**config.mk**
```make
export PLATFORM = sky130hd
export DESIGN_NAME = mult_div_unit_flat
export DESIGN_NICKNAME = d
export VERILOG_FILES = /design/src/rtl/mult_div_unit_if.sv /design/src/rtl/mult_div_unit.sv /design/src/flat_wrapper.sv
export SDC_FILE = /design/constraint.sdc
export NUM_CORES = 1
export LEC_CHECK = 0
export BUFFER_PORTS_ARGS = -buffer_cell sky130_fd_sc_hd__buf_2
export CAP_MARGIN = 40
export CORE_ASPECT_RATIO = 1.25
export CORE_MARGIN = 5
export CORE_UTILIZATION = 40
export CTS_CLUSTER_DIAMETER = 200
export DETAILED_ROUTE_END_ITERATION = 8
export HOLD_SLACK_MARGIN = 0.02
export MAX_ROUTING_LAYER = met4
export PLACE_DENSITY_LB_ADDON = 0.1
export SETUP_SLACK_MARGIN = 0.2
export SLEW_MARGIN = 40
export SYNTH_ARGS = -nofsm -noshare
export SYNTH_HDL_FRONTEND = slang
export SYNTH_SLANG_ARGS = --single-unit
export TNS_END_PERCENT = 20
```
**constraint.sdc**
```tcl
create_clock -name clock -period 12.2 [get_ports clock]
set_input_delay 1.83 -clock clock [delete_from_list [all_inputs] [get_ports clock]]
set_output_delay 1.83 -clock clock [all_outputs]
set_load 0.01 [all_outputs]
```
**src/rtl/mult_div_unit_if.sv**
```systemverilog
// Operand/result bundle between the control unit and the multicycle mult/div unit.
interface mult_div_unit_if #(parameter int WIDTH = 32);
  logic             MultOp;
  logic             DivOp;
  logic [WIDTH-1:0] A;
  logic [WIDTH-1:0] B;
  logic [WIDTH-1:0] HI;
  logic [WIDTH-1:0] LO;
  logic             busy;
  logic             done;
  logic             DivZero;

  modport master (output MultOp, DivOp, A, B, input HI, LO, busy, done, DivZero);
  modport slave  (input MultOp, DivOp, A, B, output HI, LO, busy, done, DivZero);
endinterface

```
**src/rtl/mult_div_unit.sv**
```systemverilog
// Multicycle signed multiply (radix-2 Booth) / divide (restoring) unit writing HI/LO.
// Optional macro DIVZERO_DETECT_EN: early done+DivZero on B==0 instead of a full divide.
module mult_div_unit #(
  parameter int WIDTH = 32
) (
  input  logic           clock,
  input  logic           RESET_in,
  mult_div_unit_if.slave bus
);
  localparam int CW = $clog2(WIDTH);

  typedef enum logic [1:0] {IDLE, MULT, DIV, FINISH} state_t;

  state_t           state_q, state_d;
  logic [CW-1:0]    cnt_q, cnt_d;
  logic [2*WIDTH:0] prod_q, prod_d;
  logic [WIDTH-1:0] mcand_q, mcand_d;
  logic [WIDTH-1:0] rem_q, rem_d;
  logic [WIDTH-1:0] quo_q, quo_d;
  logic [WIDTH-1:0] dvsr_q, dvsr_d;
  logic             sign_a_q, sign_a_d;
  logic             sign_b_q, sign_b_d;
  logic             op_div_q, op_div_d;
  logic [WIDTH-1:0] hi_q, hi_d;
  logic [WIDTH-1:0] lo_q, lo_d;
  logic             busy_q, busy_d;
  logic             done_q, done_d;
`ifdef DIVZERO_DETECT_EN
  logic             dz_q, dz_d;
  logic             dz_pend_q, dz_pend_d;
`endif

  // Upper product half is widened by one bit so that subtracting MIN cannot overflow.
  logic [WIDTH:0] upper_ext, addend, booth_sum;
  logic [WIDTH:0] trial, diff;

  assign upper_ext = {prod_q[2*WIDTH], prod_q[2*WIDTH:WIDTH+1]};
  assign addend    = {mcand_q[WIDTH-1], mcand_q};
  assign booth_sum = (prod_q[1:0] == 2'b01) ? upper_ext + addend :
                     (prod_q[1:0] == 2'b10) ? upper_ext - addend : upper_ext;
  assign trial     = {rem_q, quo_q[WIDTH-1]};
  assign diff      = trial - {1'b0, dvsr_q};

  always_comb begin
    state_d  = state_q;
    cnt_d    = cnt_q;
    prod_d   = prod_q;
    mcand_d  = mcand_q;
    rem_d    = rem_q;
    quo_d    = quo_q;
    dvsr_d   = dvsr_q;
    sign_a_d = sign_a_q;
    sign_b_d = sign_b_q;
    op_div_d = op_div_q;
    hi_d     = hi_q;
    lo_d     = lo_q;
    done_d   = 1'b0;
`ifdef DIVZERO_DETECT_EN
    dz_d      = 1'b0;
    dz_pend_d = 1'b0;
`endif
    case (state_q)
      IDLE: begin
`ifdef DIVZERO_DETECT_EN
        if (dz_pend_q) begin
          done_d = 1'b1;
          dz_d   = 1'b1;
        end else
`endif
        if (bus.MultOp) begin
          mcand_d  = bus.A;
          prod_d   = {{WIDTH{1'b0}}, bus.B, 1'b0};
          cnt_d    = '0;
          op_div_d = 1'b0;
          state_d  = MULT;
        end else if (bus.DivOp) begin
`ifdef DIVZERO_DETECT_EN
          if (bus.B == '0) dz_pend_d = 1'b1;
          else
`endif
          begin
            sign_a_d = bus.A[WIDTH-1];
            sign_b_d = bus.B[WIDTH-1];
            quo_d    = bus.A[WIDTH-1] ? -bus.A : bus.A;
            dvsr_d   = bus.B[WIDTH-1] ? -bus.B : bus.B;
            rem_d    = '0;
            cnt_d    = '0;
            op_div_d = 1'b1;
            state_d  = DIV;
          end
        end
      end
      MULT: begin
        prod_d = {booth_sum, prod_q[WIDTH:1]};
        cnt_d  = cnt_q + 1'b1;
        if (cnt_q == CW'(WIDTH - 1)) state_d = FINISH;
      end
      DIV: begin
        // diff sign bit clear means the shifted remainder covers the divisor
        if (!diff[WIDTH]) begin
          rem_d = diff[WIDTH-1:0];
          quo_d = {quo_q[WIDTH-2:0], 1'b1};
        end else begin
          rem_d = trial[WIDTH-1:0];
          quo_d = {quo_q[WIDTH-2:0], 1'b0};
        end
        cnt_d = cnt_q + 1'b1;
        if (cnt_q == CW'(WIDTH - 1)) state_d = FINISH;
      end
      FINISH: begin
        if (op_div_q) begin
          lo_d = (sign_a_q ^ sign_b_q) ? -quo_q : quo_q;
          hi_d = sign_a_q ? -rem_q : rem_q;
        end else begin
          hi_d = prod_q[2*WIDTH:WIDTH+1];
          lo_d = prod_q[WIDTH:1];
        end
        done_d  = 1'b1;
        state_d = IDLE;
      end
      default: state_d = IDLE;
    endcase
    busy_d = (state_d != IDLE);
  end

  always_ff @(posedge clock or posedge RESET_in) begin
    if (RESET_in) begin
      state_q   <= IDLE;
      cnt_q     <= '0;
      prod_q    <= '0;
      mcand_q   <= '0;
      rem_q     <= '0;
      quo_q     <= '0;
      dvsr_q    <= '0;
      sign_a_q  <= 1'b0;
      sign_b_q  <= 1'b0;
      op_div_q  <= 1'b0;
      hi_q      <= '0;
      lo_q      <= '0;
      busy_q    <= 1'b0;
      done_q    <= 1'b0;
`ifdef DIVZERO_DETECT_EN
      dz_q      <= 1'b0;
      dz_pend_q <= 1'b0;
`endif
    end else begin
      state_q   <= state_d;
      cnt_q     <= cnt_d;
      prod_q    <= prod_d;
      mcand_q   <= mcand_d;
      rem_q     <= rem_d;
      quo_q     <= quo_d;
      dvsr_q    <= dvsr_d;
      sign_a_q  <= sign_a_d;
      sign_b_q  <= sign_b_d;
      op_div_q  <= op_div_d;
      hi_q      <= hi_d;
      lo_q      <= lo_d;
      busy_q    <= busy_d;
      done_q    <= done_d;
`ifdef DIVZERO_DETECT_EN
      dz_q      <= dz_d;
      dz_pend_q <= dz_pend_d;
`endif
    end
  end

  assign bus.HI   = hi_q;
  assign bus.LO   = lo_q;
  assign bus.busy = busy_q;
  assign bus.done = done_q;
`ifdef DIVZERO_DETECT_EN
  assign bus.DivZero = dz_q;
`else
  assign bus.DivZero = 1'b0;
`endif
endmodule

```
**src/flat_wrapper.sv**
```systemverilog
// flat-port wrapper written by rule: the top's interface ports become plain ports
module mult_div_unit_flat 
#(
  parameter int WIDTH = 32
)
  (clock, RESET_in, bus_MultOp, bus_DivOp, bus_A, bus_B, bus_HI, bus_LO, bus_busy, bus_done, bus_DivZero);
  mult_div_unit_if #(.WIDTH(WIDTH)) bus_i ();
  input  logic clock;
  input  logic RESET_in;
  input wire logic [$bits(bus_i.MultOp)-1:0] bus_MultOp;
  input wire logic [$bits(bus_i.DivOp)-1:0] bus_DivOp;
  input wire logic [$bits(bus_i.A)-1:0] bus_A;
  input wire logic [$bits(bus_i.B)-1:0] bus_B;
  output wire logic [$bits(bus_i.HI)-1:0] bus_HI;
  output wire logic [$bits(bus_i.LO)-1:0] bus_LO;
  output wire logic [$bits(bus_i.busy)-1:0] bus_busy;
  output wire logic [$bits(bus_i.done)-1:0] bus_done;
  output wire logic [$bits(bus_i.DivZero)-1:0] bus_DivZero;
  assign bus_i.MultOp = bus_MultOp;
  assign bus_i.DivOp = bus_DivOp;
  assign bus_i.A = bus_A;
  assign bus_i.B = bus_B;
  assign bus_HI = bus_i.HI;
  assign bus_LO = bus_i.LO;
  assign bus_busy = bus_i.busy;
  assign bus_done = bus_i.done;
  assign bus_DivZero = bus_i.DivZero;
  mult_div_unit #(.WIDTH(WIDTH)) u_core (.clock(clock), .RESET_in(RESET_in), .bus(bus_i));
endmodule
```
# [Yosys cells after proc, flatten, opt, wreduce, memory -nomap -nowiden]
# Cells that the tools add are included.
[totals] register_bits=269 output_inout_bits=67 elab_cells=78
[classes] mux=28 n_addsub=8 n_bitwise=2 eq_ne=11 reduce_logical=14
[ops] op="two-way mux 32 bit" n=11
[ops] op="one-hot mux 65 bit (2 select lines)" n=1
[ops] op="negation 32 bit" n=4
[ops] op="one-hot mux 32 bit (2 select lines)" n=2
[ops] op="two-way mux 33 bit" n=2
[ops] op="two-way mux 65 bit" n=1
[ops] op="adder 32 x 32 -> 33 bit" n=1
[ops] op="subtractor 32 x 32 -> 33 bit" n=1
[ops] op="subtractor 33 x 32 -> 33 bit" n=1
[ops] op="two-way mux 5 bit" n=2
[ops] op="one-hot mux 5 bit (2 select lines)" n=1
[ops] op="nonzero test 2 bit" n=5
[ops] op="AND reduction 3 bit" n=3
[ops] op="AND reduction 2 bit" n=4
[ops] op="== test 2 bit, second input constant" n=3
[ops] op="two-way mux 2 bit" n=3
[ops] op="!= test 2 bit, second input constant" n=3
[ops] op="one-hot mux 2 bit (3 select lines)" n=1
[ops] op="adder 5 x 1 -> 5 bit, second input constant" n=1
[ops] op="== test 5 bit, second input constant" n=1
[ops] op="== test 2 x 1 -> 1 bit, second input constant" n=2
[ops] op="two-way mux 1 bit" n=4
[ops] op="!= test 3 x 1 -> 1 bit, second input constant" n=1
[ops] op="!= test 3 bit, second input constant" n=1
[ops] op="4 further kinds" n=4

# [Depth between registers and ports, before layout]
# Gate-level depths: netlist of run 1.
[depth] ltp_word=5 mapped_depth=13 ltp_nobuf=12

# [Worst setup path before layout of run 1]
# OpenSTA, ideal clock, no wires.
[synth_timing] path_kind="input -> register" from="in bus_A[0]" to="reg u_core.quo_q[28]" arrival_time_ns=4.233 stages=11 setup_time_ns=0.136 setup_slack_ns=7.831 n_path_buf=0 t_required_ns=12.064 path_cell_list="inv_1 ha_1 or3b_2 or4_1 nand2b_1 nand2b_1 o41ai_2 nand2_1 xor2_1 mux2i_1 a21oi_1"
[synth_via] elab_chain_cells=5
[synth_lines] element="from (decl)" line_no="flat_wrapper.sv:12" source="input wire logic [$bits(bus_i.A)-1:0] bus_A;"
[synth_lines] element="negation 32 bit" line_no="mult_div_unit.sv:84" source="quo_d = bus.A[WIDTH-1] ? -bus.A : bus.A;"
[synth_lines] element="two-way mux 32 bit" line_no="mult_div_unit.sv:84"
[synth_lines] element="two-way mux 32 bit" line_no="mult_div_unit.sv:76" source="end else if (bus.DivOp) begin"
[synth_lines] element="two-way mux 32 bit" line_no="mult_div_unit.sv:70" source="if (bus.MultOp) begin"
[synth_lines] element="one-hot mux 32 bit (2 select lines)" line_no="mult_div_unit.sv:62" source="case (state_q)"
[synth_lines] element="to (signal assigned)" line_no="mult_div_unit.sv:152" source="quo_q <= quo_d;"
[synth_lines] element="to (decl)" line_no="mult_div_unit.sv:19" source="logic [WIDTH-1:0] quo_q, quo_d;"
# No other way between the ends. The select of a mux whose other input is x is not followed.
# A chain may end at the register's enable or synchronous reset.

# [Worst setup path after layout of run 1]
[layout_timing] from="reg u_core.rem_q[0]" to="reg u_core.rem_q[1]"
[layout_via] elab_chain_cells=3
[layout_lines] element="from (decl)" line_no="mult_div_unit.sv:18" source="logic [WIDTH-1:0] rem_q, rem_d;"
[layout_lines] element="from (signal assigned)" line_no="mult_div_unit.sv:151" source="rem_q <= rem_d;"
[layout_lines] element="subtractor 33 x 32 -> 33 bit" line_no="mult_div_unit.sv:42" source="assign diff = trial - {1'b0, dvsr_q};"
[layout_lines] element="two-way mux 32 bit (*)" line_no="mult_div_unit.sv:100" source="if (!diff[WIDTH]) begin"
[layout_lines] element="one-hot mux 32 bit (2 select lines) (*)" line_no="mult_div_unit.sv:62"
# Mark *: on every way between the ends. The rest lies on a longest branch, timed or not.

==> results.sh, run 1 <==
export IMPL_synth_edf_count=0
export IMPL_nNetsFinal=2617
export IMPL_crit_type="reg -> reg"
export IMPL_finalNonFillerCells=3116
export IMPL_worstSkewPairLatency_ns=0.56
export IMPL_area_growth_pct=11.4
export IMPL_avgSynthCellArea_sq_um=8.36
export IMPL_maxCapViolCount=0
export IMPL_drive_gt1_share_pct=13.4
export IMPL_reg2reg_slack_ns=7.73
export IMPL_startpoint_type="register"
export IMPL_synth_seq_cells=269
export IMPL_async_flop_share_pct=100
export IMPL_cts_max_level=2
export IMPL_intPower_uw=3710
export IMPL_switching_share_pct=51.6
export IMPL_drtPass1Iterations=8
export IMPL_synth_cell_area_sq_um=19900
export IMPL_grt_max_degree=99
export IMPL_p_clk_share_pct=12.9
export IMPL_cts_buffers=34
export IMPL_crit_arrival_ns=4.88
export IMPL_reg2reg_depth=13
export IMPL_fin_setup_tns_ns=0
export IMPL_p_total_uw=7660
export IMPL_wl_per_cell_um=22.1
export IMPL_grt_pass1_vias=17443
export IMPL_leakage_uw=0.0101
export IMPL_ant_nets=0
export IMPL_port_buffers=133
export IMPL_hp_class="reg -> reg"
export IMPL_max_freq_ghz=0.224
export IMPL_via_per_inst=5.78
export IMPL_power_switching_uw=3950
export IMPL_endpoint="u_core.rem_q[1]$_DFFE_PP0P_"
export IMPL_place_area_sq_um=21100
export IMPL_rsz0062_at_grt="false"
export IMPL_power_frac_seq_pct=24.3
export IMPL_combPwrFrac_pct=62.7
export IMPL_initial_core_util_pct=40.4
export IMPL_ys_seq_area_share_pct=33.8
export IMPL_io_pins=135
export IMPL_maxSlewViolCount=0
export IMPL_core_area_sq_um=49300
export IMPL_final_hold_violation_count=0
export IMPL_worst_slew_pin_slew_ns=0.769
export IMPL_min_path_cells=2
export IMPL_vdd_drop_max_v=0.000154
export IMPL_setup_viol=0
export IMPL_num_vias=17997
export IMPL_cts_tree="done"
export IMPL_end_kind="register"
export IMPL_die_area_sq_um=54400
export IMPL_grt_pass1_wl_mm=106
export IMPL_cts_resized=0
export IMPL_period_minus_slack_ns=4.47
export IMPL_postCtsSetupRepairBufs=0
export IMPL_antenna_found_initial=4
export IMPL_synth_distinct_cells=81
export IMPL_cts_sinks=269
export IMPL_cts_path_max_buffers=3
export IMPL_fp_dieW_um=210
export IMPL_startpoint="u_core.rem_q[0]$_DFFE_PP0P_"
export IMPL_drt_wl_total_mm=69.0
export IMPL_synth_fp_nets=2562
export IMPL_dp_hpwl_mm=51.7
export IMPL_worstPathMaxFanout=30
export IMPL_nFillCells=4898
export IMPL_root_buffer="clkbuf_16"
export IMPL_overflow=0
export IMPL_synthFlopType="dfrtp_1"
export IMPL_status="finished, final reports clean"
export IMPL_drtIter0Drc=1239
export IMPL_syn_instance_count=2385
export IMPL_die_height_um=260
export IMPL_gp_congestion=0.939
export IMPL_worst_r2r_endpoint="u_core.rem_q[1]$_DFFE_PP0P_"
export IMPL_ys_warnings_count=0
export IMPL_period_share_pct=36.7
export IMPL_worst_ep_required_time_ns=12.61
export IMPL_final_common_cell="dfrtp_1"
export IMPL_route_detailed_drc=0
export IMPL_clock_skew_final_ns=0.0168
export IMPL_gr_usage_all_layers_pct=25.4
export IMPL_hold_buffers=0
export IMPL_fin_area_sq_um=22200
export IMPL_clk_pin_slew_worst_paths_ns=0.06
export IMPL_r2r_start="u_core.rem_q[0]$_DFFE_PP0P_"
export IMPL_final_cell_mix="268 x dfrtp_1, 256 x nand2_1, 216 x nor2_1, 213 x a21oi_1, 209 x o21ai_0"
export IMPL_dp_cells=3054
export IMPL_pwr_density_cell_nw_per_um2=345
export IMPL_slew_headroom_pct=48.3
export IMPL_rows=91
==> critical path, cell delays in order, from the launching register on <==
cell,delay (ns)
dfrtp_1,0.44
inv_1,0.16
fa_1,0.45
nand2b_1,0.18
a21oi_1,0.21
o41a_1,0.33
o211ai_1,0.20
o41a_1,0.48
a311o_1,0.38
nand3_1,0.43
buf_4,0.38
and2_1,0.16
buf_4,0.35
o311ai_0,0.16
==> per-stage QoR <==
step / setup WS (ns) / hold slack (ns) / util [%]
after floorplan: 2.96 / 0.449 / -
after global placement: 7.29 / 0.468 / 42.8
after detailed placement: 7.25 / 0.471 / 42.8
after CTS: 7.77 / 0.489 / 45.0
after global routing: 7.48 / 0.507 / 45.1
final: 7.73 / 0.485 / 45.1
==> cell families after synthesis <==
group           after synthesis  synth area share [%]
xor+xnor                    179                  7.86
flops                       269                  33.8
compound gates              698                  21.9
buf+inv                     263                  5.18
fa+ha+maj                   109                  6.95
simple gates                723                  16.6
mux                         143                  7.73
other cells                   1                0.0188
==> cells in the mapped netlist, drive strengths merged (19+ instances only) <==
master | count | area (sq um)
mux2 | 85 | 961
nor3 | 43 | 215
xor2 | 111 | 972
or3 | 23 | 149
ha | 106 | 1330
nor2 | 217 | 815
a21oi | 213 | 1070
o31ai | 39 | 298
a21o | 28 | 210
inv | 122 | 458
nand2 | 258 | 968
xnor2 | 68 | 596
o221ai | 21 | 184
mux2i | 58 | 581
nor4 | 21 | 131
o21ai | 213 | 1070
nand2b | 27 | 169
dfrtp | 269 | 6730
a31oi | 24 | 150
o41ai | 19 | 181
nand3 | 35 | 175
clkbuf | 121 | 464
==> power by group through the flow <==
stage               Clock, uW  Combinational (uW)  Sequential (uW)
floorplan                   0                3470             1650
global placement            0                4720             1860
detailed placement          0                4760             1870
CTS                      1020                4790             1860
global route             1050                5280             1910
finish                    990                4810             1860
==> area by class of cell <==
class / count / area, sq um / share of cell area (%)
inverters: 123 / 469 / 2.11
clock buffers: 45 / 973 / 4.38
flip-flops and latches: 269 / 6740 / 30.3
well taps: 651 / 815 / 3.67
multi-input cells: 1853 / 12200 / 55.0
diodes: 4 / 10.0 / 0.0451
repair buffers: 159 / 892 / 4.02
clock inverters: 12 / 93.8 / 0.422
==> worst min path at each step <==
| stage | slack [ns] | from | endpoint |
|---|---|---|---|
| after floorplan | 0.45 | u_core.dvsr_q[31]$_DFFE_PP0P_ | u_core.dvsr_q[31]$_DFFE_PP0P_ |
| after global placement | 0.47 | u_core.dvsr_q[24]$_DFFE_PP0P_ | u_core.dvsr_q[24]$_DFFE_PP0P_ |
| after detailed placement | 0.47 | u_core.dvsr_q[27]$_DFFE_PP0P_ | u_core.dvsr_q[27]$_DFFE_PP0P_ |
| after CTS | 0.49 | u_core.dvsr_q[25]$_DFFE_PP0P_ | u_core.dvsr_q[25]$_DFFE_PP0P_ |
| after global routing | 0.51 | u_core.dvsr_q[25]$_DFFE_PP0P_ | u_core.dvsr_q[25]$_DFFE_PP0P_ |
| final | 0.48 | u_core.dvsr_q[25]$_DFFE_PP0P_ | u_core.dvsr_q[25]$_DFFE_PP0P_ |
==> metal layers <==
metal	vias up	wire length, um	global-route usage [%]
li1	8599	-	-
met1	8801	29700	32.1
met2	477	33300	41.9
met3	120	3050	3.13
met4	0	2980	9.43
met5	-	0	-
==> flip-flops by register name, indices dropped and copies added, names as in the netlist, 2 cells and up <==
| signal | count |
|---|---|
| u_core.bus.HI | 32 |
| u_core.bus.LO | 32 |
| u_core.cnt_q | 5 |
| u_core.dvsr_q | 32 |
| u_core.mcand_q | 32 |
| u_core.prod_q | 65 |
| u_core.quo_q | 32 |
| u_core.rem_q | 32 |
| u_core.state_q | 2 |
No activity file was read; power rests on OpenSTA's default activity.
==> inputs of run 2 (changes only) <==
- clock period: 12.2 -> 3.98 ns (I/O delays scaled with it)
==> run 2 against run 1 <==
Net effect:
- register-to-register slack got worse by 7.4 ns
- clock power increased to 3.5 times the previous value
- count of clock-buffer cells in the layout increased by 4
- worst setup slack got worse by 7.4 ns
- worst hold slack got worse by 0.17 ns
- sequential cell count unchanged
- sequential share of layout area decreased by 0.77 points
- non-clock buffer count increased by 42
- fmax increased by 24%
- via count increased by 1.8%
- core utilization increased by 1.2 points
- critical path type unchanged
- critical endpoint is now u_core.rem_q[0]$_DFFE_PP0P_
- largest power group unchanged
==> results.sh, run 2 (synthesized netlist as in run 1, its figures left out) <==
export IMPL_status="finished, final reports clean"
export IMPL_maxSlewViolCount=0
export IMPL_slew_headroom_pct=48.1
export IMPL_crit_arrival_ns=4.04
export IMPL_largest_register_ffs=65
export IMPL_max_freq_ghz=0.277
export IMPL_drive_gt1_share_pct=15.3
export IMPL_multi_input_area_sq_um=12300
export IMPL_gp_congestion=0.960
export IMPL_p_total_uw=24700
export IMPL_place_ws_ns=0.116
export IMPL_worst_ep_required_time_ns=4.41
export IMPL_maxCapViolCount=0
export IMPL_power_switching_uw=12600
export IMPL_grt_pass1_vias=18028
export IMPL_core_area_sq_um=49300
export IMPL_cts_tree="done"
export IMPL_nNetsFinal=2660
export IMPL_end_kind="register"
export IMPL_startpoint="u_core.rem_q[16]$_DFFE_PP0P_"
export IMPL_switching_share_pct=50.9
export IMPL_wl_per_cell_um=23.5
export IMPL_drt_wl_total_mm=74.4
export IMPL_vdd_drop_max_v=0.000444
export IMPL_leakage_uw=0.0104
export IMPL_antenna_found_initial=1
export IMPL_root_buffer="clkbuf_16"
export IMPL_top_register="u_core.prod_q"
export IMPL_route_detailed_drc=0
export IMPL_cts_max_level=2
export IMPL_fin_ws_ns=0.363
export IMPL_die_height_um=260
export IMPL_final_util_pct=46.2
export IMPL_drtPass1Iterations=5
export IMPL_pwr_density_cell_nw_per_um2=1080
export IMPL_grt_pass1_wl_mm=112
export IMPL_area_growth_pct=14.3
export IMPL_grt_max_degree=83
export IMPL_final_hold_violation_count=0
export IMPL_hp_start="bus_MultOp"
export IMPL_startpoint_type="register"
export IMPL_period_share_pct=90.9
export IMPL_initial_core_util_pct=40.4
export IMPL_cts_sinks=269
export IMPL_crit_type="reg -> reg"
export IMPL_combPwrFrac_pct=63.7
export IMPL_die_area_sq_um=54400
export IMPL_nFillCells=4839
export IMPL_hp_class="in -> reg"
export IMPL_worstSkewPairLatency_ns=0.57
export IMPL_drtIter0Drc=1117
export IMPL_final_cell_mix="267 x dfrtp_1, 256 x nand2_1, 216 x nor2_1, 212 x a21oi_1, 209 x o21ai_0"
export IMPL_period_minus_slack_ns=3.62
export IMPL_rsz0062_at_grt="false"
export IMPL_port_buffers=133
export IMPL_regArea_sq_um=6740
export IMPL_worstPathMaxFanout=19
export IMPL_rows=91
export IMPL_clk_pin_slew_worst_paths_ns=0.06
export IMPL_cts_buffers=35
export IMPL_clock_skew_final_ns=0.0133
export IMPL_power_frac_seq_pct=22.5
export IMPL_intPower_uw=12100
export IMPL_fin_setup_tns_ns=0
export IMPL_ant_nets=0
export IMPL_gr_usage_all_layers_pct=27.3
export IMPL_worst_slew_pin_slew_ns=0.774
export IMPL_setup_viol=0
export IMPL_via_per_inst=5.79
export IMPL_p_clk_share_pct=13.9
export IMPL_overflow=0
export IMPL_final_common_cell="dfrtp_1"
export IMPL_io_pins=135
export IMPL_cts_path_max_buffers=3
export IMPL_num_vias=18316
export IMPL_dp_hpwl_mm=56.6
export IMPL_r2r_start="u_core.rem_q[16]$_DFFE_PP0P_"
export IMPL_fp_dieW_um=210
## run 2: cell types whose count changed in the layout (fill, tap and decap cells not counted), sizes merged, moves of 2 or more
cell,change
buf,+41
bufinv,+4
clkbuf,+4
clkinvlp,-2
## run 2: critical path, cell delays in order, from the launching register on
cell      delay (ns)
dfrtp_1         0.47
ha_1            0.42
a211oi_1        0.28
nor2_1          0.10
or4_1           0.43
a31oi_1         0.20
o41a_1          0.24
a311o_1         0.24
nand3_1         0.15
buf_6           0.20
and2_2          0.22
buf_12          0.16
o311ai_0        0.34
## run 2: what timing repair did
item / in CTS / in global routing
gates resized for setup: 1 / 13
pin swaps: 0 / 3
setup endpoints to repair: 1 / 31
setup buffers: 0 / 1
hold buffers: 1 / 0
hold endpoints to repair: 6 / 0
## run 2: final cells by class
cell class                 instances  share of cell area [%]
sequential                       269                    29.6
clock buffer                      49                    4.38
inverter                         123                    2.04
clock inverter                    15                   0.950
multi-input combinational       1853                    53.8
antenna                            3                  0.0329
tap                              651                    3.57
timing repair buffer             201                    5.66
## run 2: power groups by stage
stage	Combinational, uW	Clock [uW]	Sequential (uW)
global route	17100	3590	5690
global placement	15300	0	5580
floorplan	10600	0	5060
detailed placement	15500	0	5540
CTS	15600	3490	5510
finish	15700	3420	5540
## run 2: metrics by stage
stage	cells	instance area (sq um)	hold slack, ns
2_1_floorplan	2385	19900	0.449
3_3_place_gp	3091	21400	0.468
3_5_place_dp	3095	21500	0.474
4_1_cts	3160	22700	0.288
5_1_grt	3162	22800	0.325
6_report	3164	22800	0.316
## run 2: routing by layer
layer / wire length, um / GRT usage, % / up-vias
met5: 0 / - / -
met4: 3750 / 11.7 / 0
met3: 2870 / 3.70 / 150
met2: 36200 / 45.6 / 451
met1: 31600 / 33.4 / 9021
li1: - / - / 8694
## run 2: worst paths after layout
check,end,slack (ns),cells past startpoint
worst max-delay path,u_core.rem_q[0]$_DFFE_PP0P_,0.36,12
worst min-delay path,u_core.op_div_q$_DFFE_PP0P_,0.32,2
worst max register to register,u_core.rem_q[0]$_DFFE_PP0P_,0.36,12
worst min register to register,u_core.dvsr_q[25]$_DFFE_PP0P_,0.48,2
max in group asynchronous,u_core.quo_q[3]$_DFFE_PP0P_,2.56,4
min in group asynchronous,u_core.rem_q[29]$_DFFE_PP0P_,0.57,3
==> inputs of run 3 (changes only) <==
- CTS_CLUSTER_SIZE: unset -> 25
- PLACE_DENSITY: unset -> 0.6
- PLACE_DENSITY_LB_ADDON: 0.1 -> unset
==> run 3 against run 2 <==
Net effect:
- routed wire length fell by 5.6%
- non-clock buffer count down 3
- via count fell by 0.74%
- worst hold slack worse by 0.21 ns
- largest cell class unchanged
- highest routed layer unchanged
==> results.sh, run 3 (synthesized netlist as in run 1, its figures left out) <==
export IMPL_p_total_uw=22500
export IMPL_root_buffer="clkbuf_16"
export IMPL_dr_max_layer_used="met4"
export IMPL_cts_sinks=269
export IMPL_final_cell_mix="267 x dfrtp_1, 257 x nand2_1, 216 x nor2_1, 212 x a21oi_1, 211 x o21ai_0"
export IMPL_maxCapViolCount=0
export IMPL_leakage_uw=0.00995
export IMPL_cts_max_level=1
export IMPL_fin_area_sq_um=21900
export IMPL_cts_path_max_buffers=3
export IMPL_pwr_density_cell_nw_per_um2=1030
export IMPL_period_minus_slack_ns=3.68
export IMPL_status="finished, final reports clean"
export IMPL_route_detailed_drc=0
export IMPL_period_share_pct=92.4
export IMPL_initial_core_util_pct=40.4
export IMPL_nNetsFinal=2636
export IMPL_dr_wl_met2_mm=34.6
export IMPL_worstPathMaxFanout=30
export IMPL_hp_class="in -> async"
export IMPL_slew_headroom_pct=43.7
export IMPL_die_height_um=260
export IMPL_finalNonFillerCells=3118
export IMPL_cts_tree="done"
export IMPL_startpoint_type="register"
export IMPL_worst_slew_pin_slew_ns=0.841
export IMPL_worst_ep_required_time_ns=4.40
export IMPL_core_area_sq_um=49300
export IMPL_wl_met3_mm=2.95
export IMPL_crit_type="reg -> reg"
export IMPL_ant_nets=0
export IMPL_crit_arrival_ns=4.09
export IMPL_rsz0062_at_grt="true"
export IMPL_port_buffers=133
export IMPL_dp_hpwl_mm=54.0
export IMPL_cts_buffers=14
export IMPL_via_per_inst=5.83
export IMPL_met1Wirelength_mm=29.2
export IMPL_vdd_drop_max_v=0.000519
export IMPL_place_ws_ns=0.235
export IMPL_top_register="u_core.prod_q"
export IMPL_setup_viol=0
export IMPL_clk_pin_slew_worst_paths_ns=0.12
export IMPL_largest_register_ffs=65
export IMPL_overflow=0
export IMPL_regArea_sq_um=6740
export IMPL_drive_gt1_share_pct=13.7
export IMPL_final_hold_violation_count=0
export IMPL_end_kind="register"
export IMPL_fin_ws_ns=0.303
export IMPL_io_pins=135
export IMPL_worstSkewPairLatency_ns=0.53
export IMPL_wl_per_cell_um=22.5
export IMPL_gp_congestion=0.983
export IMPL_clock_skew_final_ns=0.0187
export IMPL_fin_setup_tns_ns=0
export IMPL_nFillCells=4911
export IMPL_fp_dieW_um=210
export IMPL_gr_usage_all_layers_pct=25.6
export IMPL_rows=91
export IMPL_multi_input_area_sq_um=12200
export IMPL_die_area_sq_um=54400
export IMPL_antenna_found_initial=6
export IMPL_dp_cells=3091
export IMPL_maxSlewViolCount=0
export IMPL_place_area_sq_um=21400
export IMPL_drtIter0Drc=1264
export IMPL_final_common_cell="dfrtp_1"
export IMPL_area_growth_pct=9.86
export IMPL_drt_wl_total_mm=70.2
export IMPL_grt_pass1_wl_mm=107
export IMPL_num_vias=18180
export IMPL_max_freq_ghz=0.272
export IMPL_drtPass1Iterations=6
export IMPL_grt_pass1_vias=17871
export IMPL_grt_max_degree=107
-- run 3: report_power, final --
| part | total, uW | internal [uW] | switching [uW] |
|---|---|---|---|
| Clock | 1660 | 689 | 968 |
| Combinational | 15300 | 6010 | 9310 |
| Sequential | 5520 | 3990 | 1530 |
| Total | 22500 | 10700 | 11800 |
-- run 3: layout make-up --
type                    instances  share of cell area (%)
inverters                     123                    2.13
well taps                     651                    3.72
clock buffers                  16                    1.73
multi-input cells            1853                    55.9
diodes                          7                  0.0800
repair buffers                198                    5.64
clock inverters                 1                  0.0400
flip-flops and latches        269                    30.8
-- run 3: through the flow --
stage / hold WS [ns] / utilization, %
2_1_floorplan: 0.449 / -
3_3_place_gp: 0.467 / 43.4
3_5_place_dp: 0.476 / 43.5
4_1_cts: 0.110 / 44.3
5_1_grt: 0.134 / 44.4
6_report: 0.105 / 44.4
-- run 3: worst paths after layout --
check | startpoint | to | slack, ns | cells past startpoint
setup / recovery | u_core.dvsr_q[0]$_DFFE_PP0P_ | u_core.rem_q[14]$_DFFE_PP0P_ | 0.30 | 12
hold / removal | RESET_in | u_core.rem_q[25]$_DFFE_PP0P_ | 0.10 | 2
setup reg to reg | u_core.dvsr_q[0]$_DFFE_PP0P_ | u_core.rem_q[14]$_DFFE_PP0P_ | 0.30 | 12
hold reg to reg | u_core.dvsr_q[31]$_DFFE_PP0P_ | u_core.dvsr_q[31]$_DFFE_PP0P_ | 0.49 | 2
max in group asynchronous | RESET_in | u_core.op_div_q$_DFFE_PP0P_ | 2.82 | 3
min in group clock | bus_MultOp | u_core.op_div_q$_DFFE_PP0P_ | 0.35 | 2
-- run 3: repair_timing --
item | CTS | global route
resized for setup | 0 | 8
hold buffers | 0 | 0
setup endpoints to repair | 0 | 36
buffers inserted | 0 | 3
-- run 3: critical path, cell delays in order, from the launching register on --
cell,delay (ns)
dfrtp_1,0.40
ha_1,0.23
fa_1,0.40
nand2b_1,0.19
a21oi_2,0.16
o41a_1,0.26
o211ai_1,0.21
o41a_1,0.49
a311oi_2,0.37
o21ai_2,0.13
and2_1,0.18
buf_12,0.18
a221o_2,0.34
-- run 3: layer usage --
| layer | global-route usage, % | vias to the layer above |
|---|---|---|
| li1 | - | 8638 |
| met1 | 31.8 | 8917 |
| met2 | 43.1 | 511 |
| met3 | 2.09 | 114 |
| met4 | 10.9 | 0 |
| met5 | - | - |
